File: config.mk
export PLATFORM = sky130hd
export DESIGN_NAME = axil_sdram_arbiter
export DESIGN_NICKNAME = d
export VERILOG_FILES = /design/src/rtl/axil_arb_pkg.sv /design/src/rtl/rr_priority_picker.sv /design/src/rtl/axil_sdram_arbiter.sv
export SDC_FILE = /design/constraint.sdc
export NUM_CORES = 1
export LEC_CHECK = 0
export BUFFER_PORTS_ARGS = -buffer_cell sky130_fd_sc_hd__buf_2
export CORE_AREA = 2 2 177 179
export CTS_BUF_LIST = sky130_fd_sc_hd__clkbuf_16
export DETAILED_ROUTE_END_ITERATION = 10
export DIE_AREA = 0 0 179 181
export GPL_ROUTABILITY_DRIVEN = 0
export PLACE_DENSITY_LB_ADDON = 0.3
export SLEW_MARGIN = 20
export SYNTH_ARGS = -nofsm -noshare
export SYNTH_HDL_FRONTEND = slang
export SYNTH_SLANG_ARGS = --single-unit
export TNS_END_PERCENT = 100
File: constraint.sdc
create_clock -name aclk -period 1.87 [get_ports aclk]
set_clock_uncertainty 0.1 [all_clocks]
set_input_delay 0.0935 -clock aclk [delete_from_list [all_inputs] [get_ports aclk]]
set_output_delay 0.0935 -clock aclk [all_outputs]
set_load 0.05 [all_outputs]
File: src/rtl/axil_arb_pkg.sv
// Shared types and constants for the AXI-Lite SDRAM arbiter.
package axil_arb_pkg;

   typedef enum logic [2:0] {
      IDLE    = 3'd0,
      WR_ADDR = 3'd1,
      WR_RESP = 3'd2,
      RD_ADDR = 3'd3,
      RD_DATA = 3'd4
   } arb_state_t;

   localparam logic [1:0] AXI_RESP_OKAY   = 2'b00;
   localparam logic [1:0] AXI_RESP_SLVERR = 2'b10;

endpackage

File: src/rtl/rr_priority_picker.sv
// Round-robin picker: first requester at or after rr_ptr, wrapping to the lowest requester.
module rr_priority_picker #(
   parameter  int unsigned NUM_REQ   = 2,
   localparam int unsigned IDX_WIDTH = (NUM_REQ > 1) ? $clog2(NUM_REQ) : 1
) (
   input  logic [NUM_REQ-1:0]   req,
   input  logic [IDX_WIDTH-1:0] rr_ptr,
   output logic                 found,
   output logic [IDX_WIDTH-1:0] idx
);

   logic                 hi_found;
   logic [IDX_WIDTH-1:0] hi_idx;
   logic [IDX_WIDTH-1:0] lo_idx;

   // Descending scan so the last hit is the lowest index in each region
   always_comb begin
      hi_found = 1'b0;
      hi_idx   = '0;
      lo_idx   = '0;
      for (int unsigned i = NUM_REQ; i > 0; i--) begin
         if (req[i-1]) begin
            lo_idx = IDX_WIDTH'(i - 1);
            if (IDX_WIDTH'(i - 1) >= rr_ptr) begin
               hi_found = 1'b1;
               hi_idx   = IDX_WIDTH'(i - 1);
            end
         end
      end
      found = |req;
      idx   = hi_found ? hi_idx : lo_idx;
   end

endmodule

File: src/rtl/axil_sdram_arbiter.sv
// Round-robin arbiter sharing one AXI-Lite SDRAM slave port among several masters,
// one transaction in flight, combinational forwarding to/from the granted master.
module axil_sdram_arbiter
   import axil_arb_pkg::*;
#(
   parameter  int unsigned NUM_MASTERS = 2,
   parameter  int unsigned ADDR_WIDTH  = 32,
   parameter  int unsigned DATA_WIDTH  = 32,
   parameter  int unsigned STRB_WIDTH  = DATA_WIDTH / 8,
   localparam int unsigned IDX_WIDTH   = $clog2(NUM_MASTERS)
) (
   input  logic                              aclk,
   input  logic                              aresetn,
   // upstream masters
   input  logic [NUM_MASTERS*ADDR_WIDTH-1:0] s_axil_awaddr,
   input  logic [NUM_MASTERS-1:0]            s_axil_awvalid,
   output logic [NUM_MASTERS-1:0]            s_axil_awready,
   input  logic [NUM_MASTERS*DATA_WIDTH-1:0] s_axil_wdata,
   input  logic [NUM_MASTERS*STRB_WIDTH-1:0] s_axil_wstrb,
   input  logic [NUM_MASTERS-1:0]            s_axil_wvalid,
   output logic [NUM_MASTERS-1:0]            s_axil_wready,
   output logic [NUM_MASTERS*2-1:0]          s_axil_bresp,
   output logic [NUM_MASTERS-1:0]            s_axil_bvalid,
   input  logic [NUM_MASTERS-1:0]            s_axil_bready,
   input  logic [NUM_MASTERS*ADDR_WIDTH-1:0] s_axil_araddr,
   input  logic [NUM_MASTERS-1:0]            s_axil_arvalid,
   output logic [NUM_MASTERS-1:0]            s_axil_arready,
   output logic [NUM_MASTERS*DATA_WIDTH-1:0] s_axil_rdata,
   output logic [NUM_MASTERS*2-1:0]          s_axil_rresp,
   output logic [NUM_MASTERS-1:0]            s_axil_rvalid,
   input  logic [NUM_MASTERS-1:0]            s_axil_rready,
   // downstream SDRAM controller
   output logic [ADDR_WIDTH-1:0]             m_axil_awaddr,
   output logic [2:0]                        m_axil_awprot,
   output logic                              m_axil_awvalid,
   input  logic                              m_axil_awready,
   output logic [DATA_WIDTH-1:0]             m_axil_wdata,
   output logic [STRB_WIDTH-1:0]             m_axil_wstrb,
   output logic                              m_axil_wvalid,
   input  logic                              m_axil_wready,
   input  logic [1:0]                        m_axil_bresp,
   input  logic                              m_axil_bvalid,
   output logic                              m_axil_bready,
   output logic [ADDR_WIDTH-1:0]             m_axil_araddr,
   output logic [2:0]                        m_axil_arprot,
   output logic                              m_axil_arvalid,
   input  logic                              m_axil_arready,
   input  logic [DATA_WIDTH-1:0]             m_axil_rdata,
   input  logic [1:0]                        m_axil_rresp,
   input  logic                              m_axil_rvalid,
   output logic                              m_axil_rready,
   // status
   output logic [IDX_WIDTH-1:0]              grant_idx,
   output logic                              busy
);

   arb_state_t           state, state_n;
   logic [IDX_WIDTH-1:0] grant_n;
   logic [IDX_WIDTH-1:0] rr_ptr, rr_ptr_n;
   logic                 aw_done, aw_done_n;
   logic                 w_done, w_done_n;

   logic [NUM_MASTERS-1:0] req;
   logic                   pick_found;
   logic [IDX_WIDTH-1:0]   pick_idx;
   logic [IDX_WIDTH-1:0]   next_ptr;

   // granted master's request-side signals
   logic [ADDR_WIDTH-1:0] g_awaddr;
   logic                  g_awvalid;
   logic [DATA_WIDTH-1:0] g_wdata;
   logic [STRB_WIDTH-1:0] g_wstrb;
   logic                  g_wvalid;
   logic                  g_bready;
   logic [ADDR_WIDTH-1:0] g_araddr;
   logic                  g_arvalid;
   logic                  g_rready;

   // response-side signals heading back to the granted master
   logic                  up_awready;
   logic                  up_wready;
   logic                  up_bvalid;
   logic [1:0]            up_bresp;
   logic                  up_arready;
   logic                  up_rvalid;
   logic [DATA_WIDTH-1:0] up_rdata;
   logic [1:0]            up_rresp;
   logic                  aw_hs;
   logic                  w_hs;

   assign req      = s_axil_awvalid | s_axil_arvalid;
   assign busy     = (state != IDLE);
   assign next_ptr = (grant_idx == IDX_WIDTH'(NUM_MASTERS - 1)) ? '0 : IDX_WIDTH'(grant_idx + 1'b1);

   rr_priority_picker #(
      .NUM_REQ (NUM_MASTERS)
   ) u_picker (
      .req    (req),
      .rr_ptr (rr_ptr),
      .found  (pick_found),
      .idx    (pick_idx)
   );

   // State, grant and round-robin pointer registers
   always_ff @(posedge aclk or negedge aresetn) begin
      if (!aresetn) begin
         state     <= IDLE;
         grant_idx <= '0;
         rr_ptr    <= '0;
         aw_done   <= 1'b0;
         w_done    <= 1'b0;
      end else begin
         state     <= state_n;
         grant_idx <= grant_n;
         rr_ptr    <= rr_ptr_n;
         aw_done   <= aw_done_n;
         w_done    <= w_done_n;
      end
   end

   // Next-state logic plus combinational forwarding between granted master and downstream
   always_comb begin
      state_n   = state;
      grant_n   = grant_idx;
      rr_ptr_n  = rr_ptr;
      aw_done_n = aw_done;
      w_done_n  = w_done;

      m_axil_awaddr  = '0;
      m_axil_awprot  = 3'b000;
      m_axil_awvalid = 1'b0;
      m_axil_wdata   = '0;
      m_axil_wstrb   = '0;
      m_axil_wvalid  = 1'b0;
      m_axil_bready  = 1'b0;
      m_axil_araddr  = '0;
      m_axil_arprot  = 3'b000;
      m_axil_arvalid = 1'b0;
      m_axil_rready  = 1'b0;

      s_axil_awready = '0;
      s_axil_wready  = '0;
      s_axil_bresp   = '0;
      s_axil_bvalid  = '0;
      s_axil_arready = '0;
      s_axil_rdata   = '0;
      s_axil_rresp   = '0;
      s_axil_rvalid  = '0;

      g_awaddr  = '0;
      g_awvalid = 1'b0;
      g_wdata   = '0;
      g_wstrb   = '0;
      g_wvalid  = 1'b0;
      g_bready  = 1'b0;
      g_araddr  = '0;
      g_arvalid = 1'b0;
      g_rready  = 1'b0;

      up_awready = 1'b0;
      up_wready  = 1'b0;
      up_bvalid  = 1'b0;
      up_bresp   = AXI_RESP_OKAY;
      up_arready = 1'b0;
      up_rvalid  = 1'b0;
      up_rdata   = '0;
      up_rresp   = AXI_RESP_OKAY;
      aw_hs      = 1'b0;
      w_hs       = 1'b0;

      for (int unsigned i = 0; i < NUM_MASTERS; i++) begin
         if (grant_idx == IDX_WIDTH'(i)) begin
            g_awaddr  = s_axil_awaddr[i*ADDR_WIDTH +: ADDR_WIDTH];
            g_awvalid = s_axil_awvalid[i];
            g_wdata   = s_axil_wdata[i*DATA_WIDTH +: DATA_WIDTH];
            g_wstrb   = s_axil_wstrb[i*STRB_WIDTH +: STRB_WIDTH];
            g_wvalid  = s_axil_wvalid[i];
            g_bready  = s_axil_bready[i];
            g_araddr  = s_axil_araddr[i*ADDR_WIDTH +: ADDR_WIDTH];
            g_arvalid = s_axil_arvalid[i];
            g_rready  = s_axil_rready[i];
         end
      end

      case (state)
         IDLE: begin
            if (pick_found) begin
               grant_n = pick_idx;
               state_n = s_axil_awvalid[pick_idx] ? WR_ADDR : RD_ADDR;
            end
         end
         WR_ADDR: begin
            m_axil_awaddr  = g_awaddr;
            m_axil_awvalid = g_awvalid & ~aw_done;
            m_axil_wdata   = g_wdata;
            m_axil_wstrb   = g_wstrb;
            m_axil_wvalid  = g_wvalid & ~w_done;
            up_awready     = m_axil_awready & ~aw_done;
            up_wready      = m_axil_wready & ~w_done;
            aw_hs          = m_axil_awvalid & m_axil_awready;
            w_hs           = m_axil_wvalid & m_axil_wready;
            if ((aw_done | aw_hs) & (w_done | w_hs)) begin
               aw_done_n = 1'b0;
               w_done_n  = 1'b0;
               state_n   = WR_RESP;
            end else begin
               aw_done_n = aw_done | aw_hs;
               w_done_n  = w_done | w_hs;
            end
         end
         WR_RESP: begin
            up_bvalid     = m_axil_bvalid;
            up_bresp      = m_axil_bresp;
            m_axil_bready = g_bready;
            if (m_axil_bvalid & g_bready) begin
               rr_ptr_n = next_ptr;
               state_n  = IDLE;
            end
         end
         RD_ADDR: begin
            m_axil_araddr  = g_araddr;
            m_axil_arvalid = g_arvalid;
            up_arready     = m_axil_arready;
            if (g_arvalid & m_axil_arready) begin
               state_n = RD_DATA;
            end
         end
         RD_DATA: begin
            up_rvalid     = m_axil_rvalid;
            up_rdata      = m_axil_rdata;
            up_rresp      = m_axil_rresp;
            m_axil_rready = g_rready;
            if (m_axil_rvalid & g_rready) begin
               rr_ptr_n = next_ptr;
               state_n  = IDLE;
            end
         end
         default: state_n = IDLE;
      endcase

      for (int unsigned i = 0; i < NUM_MASTERS; i++) begin
         if (grant_idx == IDX_WIDTH'(i)) begin
            s_axil_awready[i]                        = up_awready;
            s_axil_wready[i]                         = up_wready;
            s_axil_bvalid[i]                         = up_bvalid;
            s_axil_bresp[i*2 +: 2]                   = up_bresp;
            s_axil_arready[i]                        = up_arready;
            s_axil_rvalid[i]                         = up_rvalid;
            s_axil_rdata[i*DATA_WIDTH +: DATA_WIDTH] = up_rdata;
            s_axil_rresp[i*2 +: 2]                   = up_rresp;
         end
      end
   end

endmodule

# Word level (Yosys, flattened, before mapping)
# Index checks and enable logic that the tools add are counted.
word_totals:
  reg_bits: 7
  input_bits: 253
  out_inout_bits: 195
classes:
  add_sub_neg: 1
  n_lt_le_gt_ge: 3
  eq_ne: 9
  mux: 66
  bitwise: 15
  reduce_logical: 7
ops:
  columns: ["op", "count"]
  rows:
  - ["32-bit two-way mux", 9]
  - ["1-bit two-way mux", 41]
  - ["3-bit two-way mux", 5]
  - ["3-bit one-hot mux with 5 select lines", 1]
  - ["2-bit two-way mux", 7]
  - ["1-bit bitwise AND", 10]
  - ["2-bit != test, second input constant", 5]
  - ["4-bit two-way mux", 2]
  - ["3-bit by 2-bit equality test with 1-bit output, second input constant", 2]
  - ["5-bit AND reduction", 1]
  - ["3-bit by 1-bit equality test with 1-bit output, second input constant", 1]
  - ["3-bit equality test, second input constant", 1]
  - ["3-bit logical NOT", 1]
  - ["3-bit AND reduction", 1]
  - ["3-bit nonzero test", 1]
  - ["1-bit greater-or-equal comparator, first input constant", 2]
  - ["1-bit by 2-bit < comparator with 1-bit output, second input constant", 1]
  - ["1-bit inverter", 2]
  - ["1-bit OR", 2]
  - ["2-bit OR", 1]
  - ["1-bit one-hot mux with 2 select lines", 1]
  - ["2-bit AND reduction", 1]
  - ["2-bit nonzero test", 1]
  - ["2-bit OR reduction", 1]
  - ["1-bit adder, second input constant", 1]

# Logic depth before layout (Yosys ltp)
logic_depth:
  depth_word: 11
  mapped_depth: 7

# Modules after synthesis
# From an unflattened synthesis, not the netlist that was laid out.
unflattened:
  hier_cells: 390
  hier_area_um2: 2681.3
modules_own_cells:
  columns: ["module", "n_inst", "cells_each", "area_each_um2", "seq_area_each_um2"]
  rows:
  - ["axil_sdram_arbiter", 1, 387, 2663.8, 175.2]
  - ["rr_priority_picker", 1, 3, 17.5, 0.0]

# Worst setup path after synthesis
# OpenSTA, ideal clock, no wires.
synth_timing:
  path_kind: "register -> output"
  startpoint: "reg grant_idx"
  endpoint: "out s_axil_awready[0]"
  arrival_ns: 2.842
  required_ns: 1.676
  setup_slack_ns: -1.166
  path_stages_with_launch: 6
  n_path_buf: 4
  path_cell_list: "dfrtp_1 buf_4 buf_6 buf_2 buf_2 nor4_1"
synth_via:
  elab_chain_len: 1
synth_rtl:
  columns: ["item", "line", "rtl"]
  rows:
  - ["from (decl)", "axil_sdram_arbiter.sv:53", "output logic [IDX_WIDTH-1:0] grant_idx,"]
  - ["from (signal assigned)", "axil_sdram_arbiter.sv:114", "grant_idx <= grant_n;"]
  - ["1-bit two-way mux", "axil_sdram_arbiter.sv:242", "if (grant_idx == IDX_WIDTH'(i)) begin"]
  - ["to (decl)", "axil_sdram_arbiter.sv:17", "output logic [NUM_MASTERS-1:0] s_axil_awready,"]
# No other way between the ends.

# Final worst setup path
layout_timing:
  startpoint: "reg state[0]"
  endpoint: "out s_axil_rdata[52]"
layout_via:
  elab_chain_len: 3
layout_rtl:
  columns: ["item", "line", "rtl"]
  rows:
  - ["from (decl)", "axil_sdram_arbiter.sv:57", "arb_state_t state, state_n;"]
  - ["from (signal assigned)", "axil_sdram_arbiter.sv:113", "state <= state_n;"]
  - ["3-bit equality test", "axil_sdram_arbiter.sv:185", "case (state)"]
  - ["32-bit two-way mux", "axil_sdram_arbiter.sv:185", null]
  - ["32-bit two-way mux", "axil_sdram_arbiter.sv:242", null]
  - ["to (decl)", "axil_sdram_arbiter.sv:28", "output logic [NUM_MASTERS*DATA_WIDTH-1:0] s_axil_rdata,"]
# No other way between the ends.

==> results_tabular.tex <==
\begin{tabular}{lr}
\hline
Metric & Value \\
\hline
\multicolumn{2}{l}{\textbf{Worst setup path}} \\
Required time of the worst setup path & 1.68 ns \\
Arrival time at the worst endpoint & 1.77 ns \\
Biggest fanout along the worst timing path & 30 \\
Endpoint type of the worst setup path & output port \\
Launching element type of the critical path & register \\
Kind of critical path & register to output port \\
\multicolumn{2}{l}{\textbf{Die}} \\
Height of the die & 181 um \\
Width of the chip & 179 um \\
Core Area & 30300 um\^{}2 \\
Number of top-level design ports & 448 \\
Starting Density & 8.77\% \\
Die outline area & 32400 um\^{}2 \\
Number of placement rows & 64 \\
\multicolumn{2}{l}{\textbf{STA}} \\
Final period utilization & 105\% \\
Final-layout worst hold slack & 0.193 ns \\
Worst path setup slack after routing & -0.0957 ns \\
Number of pins exceeding their max-slew limit in the final report & 0 \\
Summed negative setup slack over all endpoints & -5.60 ns \\
\# setup viols final & 133 \\
Max Clock Freq & 0.509 GHz \\
Total count of hold-check failures in the final report & 0 \\
RSZ-0062 raised after global routing & yes \\
Clock period minus worst slack & 1.97 ns \\
\multicolumn{2}{l}{\textbf{Place}} \\
Count of port buffers added during placement & 441 \\
Placed wire-length estimate & 14400 um \\
Placed cell areas & 6250 um\^{}2 \\
\multicolumn{2}{l}{\textbf{Routing}} \\
Total iterations of the first detailed-routing run & 4 \\
Via count of the routed design & 4781 \\
Avg WL per Cell & 15.8 um \\
Antenna viol nets, final & 0 \\
Post-DR vias/cell & 3.79 \\
Final routed wirelength across all metal layers & 20000 um \\
Number of DRC violations after detailed routing & 0 \\
Initial DRC count & 112 \\
\multicolumn{2}{l}{\textbf{Logic synthesis}} \\
Part of the Yosys area used for sequential elements & 6.58\% \\
Cell count after synthesis & 389 \\
Proportion of synthesized flip-flops having asynchronous set or reset & 100\% \\
Number of enable-type register cells in the synthesized netlist & 0 \\
Area of the mapped netlist & 2660 um\^{}2 \\
Primary flip-flop cell chosen by synthesis mapping & sky130\_fd\_sc\_hd\_\_dfrtp\_1 \\
Average size of a mapped cell & 6.84 um\^{}2 \\
Count of yosys warnings during synthesis & 0 \\
Number of distinct standard cells referenced by the synthesized netlist & 32 \\
Number of synthesized register bits & 7 \\
\multicolumn{2}{l}{\textbf{Cells and area}} \\
Layout cells sized above 1 & 79.9\% \\
Post-layout net count & 1119 \\
Design area & 8360 um\^{}2 \\
Utilization of the core after routing & 27.6\% \\
Area growth from synthesis to layout & 214\% \\
\multicolumn{2}{l}{\textbf{Pwr}} \\
Leak Pwr & 4.24 nW \\
Power per cell area & 1570 nW/um\^{}2 \\
VDD IR max & 0.430 mV \\
\multicolumn{2}{l}{\textbf{Outcome}} \\
Result of the run & complete, but fails checks \\
Failing checks & negative setup slack \\
\multicolumn{2}{l}{\textbf{GRT}} \\
Overflow left after global routing & 0 \\
Overall routing resource usage & 10.1\% \\
Antenna violations before repair & 3 \\
Vias in the first global route & 4712 \\
Pin count of the biggest net entering global routing & 44 \\
Wire length of the first global-routing pass & 25400 um \\
\multicolumn{2}{l}{\textbf{Clock network}} \\
Number of CTS-inserted buffers & 3 \\
Clk\_lat worst skew & 0.23 ns \\
Count of clock tree sinks & 7 \\
CTS H-Tree Depth & 1 \\
TritonCTS clock tree & yes \\
CTS Buffer Depth & 2 \\
Clock-pin slew on the worst setup and hold paths & 0.04 ns \\
Root buffer cell & sky130\_fd\_sc\_hd\_\_clkbuf\_16 \\
\multicolumn{2}{l}{\textbf{Worst hold path}} \\
Hold WC Path Type & input port to asynchronous set/reset pin \\
\multicolumn{2}{l}{\textbf{Flow run}} \\
Number of violations of the max-capacitance limit & 0 \\
\hline
\end{tabular}
synthesized netlist by cell type, types with 2 or more instances:
| cell | instances | share of area, % |
|---|---|---|
| sky130_fd_sc_hd__o21ai_0 | 3 | 0.56 |
| sky130_fd_sc_hd__nand2_1 | 6 | 0.85 |
| sky130_fd_sc_hd__nor2_1 | 106 | 15 |
| sky130_fd_sc_hd__mux2_4 | 2 | 1.1 |
| sky130_fd_sc_hd__dfrtp_1 | 7 | 6.6 |
| sky130_fd_sc_hd__buf_2 | 18 | 3.4 |
| sky130_fd_sc_hd__o21ba_2 | 2 | 0.75 |
| sky130_fd_sc_hd__nor3_1 | 5 | 0.94 |
| sky130_fd_sc_hd__inv_1 | 6 | 0.85 |
| sky130_fd_sc_hd__buf_4 | 7 | 2.0 |
| sky130_fd_sc_hd__mux2i_1 | 106 | 40 |
| sky130_fd_sc_hd__o21ai_1 | 2 | 0.38 |
| sky130_fd_sc_hd__clkbuf_1 | 21 | 3.0 |
| sky130_fd_sc_hd__nor4_1 | 5 | 1.2 |
| sky130_fd_sc_hd__and3_1 | 76 | 18 |
report_power, final:
part	switching (mW)	leakage (nW)	internal, mW
clock	0.0773	0.0423	0.278
sequential	0.0872	0.0845	0.235
combinational	7.23	4.11	5.23
total	7.40	4.24	5.74
critical path, cell delays in order (launching register included):
cell	delay, ns
sky130_fd_sc_hd__dfrtp_2	0.44
sky130_fd_sc_hd__buf_4	0.15
sky130_fd_sc_hd__nor3b_4	0.18
sky130_fd_sc_hd__buf_6	0.21
sky130_fd_sc_hd__buf_12	0.18
sky130_fd_sc_hd__and3_1	0.20
sky130_fd_sc_hd__buf_6	0.17
cells by family after synthesis:
| group | Yosys count | share of synthesized area (%) |
|---|---|---|
| buffers and inverters | 53 | 9.59 |
| AOI/OAI and AO/OA | 13 | 4.04 |
| DFF | 7 | 6.58 |
| muxes | 110 | 41.8 |
| and+or+nand+nor | 205 | 37.8 |
| other | 1 | 0.141 |
layer usage:
| layer | share of wire (%) | up-vias | global-route usage, % |
|---|---|---|---|
| met1 | 36 | 2209 | 10.5 |
| met5 | 0.040 | - | 0 |
| li1 | - | 2309 | - |
| met4 | 1.6 | 2 | 2.50 |
| met3 | 8.3 | 18 | 2.57 |
| met2 | 54 | 243 | 19.6 |
stage by stage:
step | power (mW) | setup slack [ns] | instances
after global placement | 9.98 | -0.0293 | 1226
after global routing | 13.7 | -0.150 | 1261
after detailed placement | 9.99 | -0.0692 | 1226
after floorplan | 7.30 | -0.143 | 394
after CTS | 11.9 | -0.108 | 1241
final | 13.1 | -0.0957 | 1263
area by class of cell:
cell class	instances	area, um^2
fill	3188	22000
timing repair buffer	514	4450
multi-input combinational	334	3130
tap	396	495
sequential	7	183
clock buffer	3	75.1
inverter	6	26.3
antenna	2	5.00
clock inverter	1	3.75
flip-flops by register name (all words and copies together), names as in the netlist:
register	flops
rr_ptr	1
w_done	1
grant_idx	1
state	3
aw_done	1
cell usage in the layout, fill, tap and decap left out, types with 4 or more instances in the layout:
master	count
sky130_fd_sc_hd__nor2_4	53
sky130_fd_sc_hd__and3_4	26
sky130_fd_sc_hd__nor2_1	19
sky130_fd_sc_hd__and3_1	37
sky130_fd_sc_hd__inv_1	6
sky130_fd_sc_hd__buf_12	16
sky130_fd_sc_hd__mux2i_2	16
sky130_fd_sc_hd__and3_2	13
sky130_fd_sc_hd__nor2_2	35
sky130_fd_sc_hd__nand2_1	5
sky130_fd_sc_hd__buf_4	56
sky130_fd_sc_hd__buf_16	5
sky130_fd_sc_hd__clkbuf_16	10
sky130_fd_sc_hd__mux2i_1	86
sky130_fd_sc_hd__buf_2	259
sky130_fd_sc_hd__nor4_4	4
sky130_fd_sc_hd__buf_8	47
sky130_fd_sc_hd__conb_1	6
sky130_fd_sc_hd__buf_6	122
sky130_fd_sc_hd__mux2i_4	4
worst paths after layout:
check                      cells after the start  slack [ns]               end              start
setup / recovery                               6        -0.1  s_axil_rdata[52]           state[0]
hold / removal                                 2        0.19            rr_ptr            aresetn
setup reg to reg                               5       -0.05          state[0]           state[1]
hold reg to reg                                1        0.44            rr_ptr             rr_ptr
max in group asynchronous                      2        1.30         grant_idx            aresetn
min in group aclk                              4        0.25         grant_idx  s_axil_awvalid[1]
timing repair:
action	CTS	global route
pin swaps	4	5
gates resized for setup	339	141
hold buffers	1	0
endpoints found under the hold margin	7	0
cloned	2	12
setup buffers	8	8
endpoints found under the setup margin	183	185
Note: power is estimated with default switching activity, not from simulation.
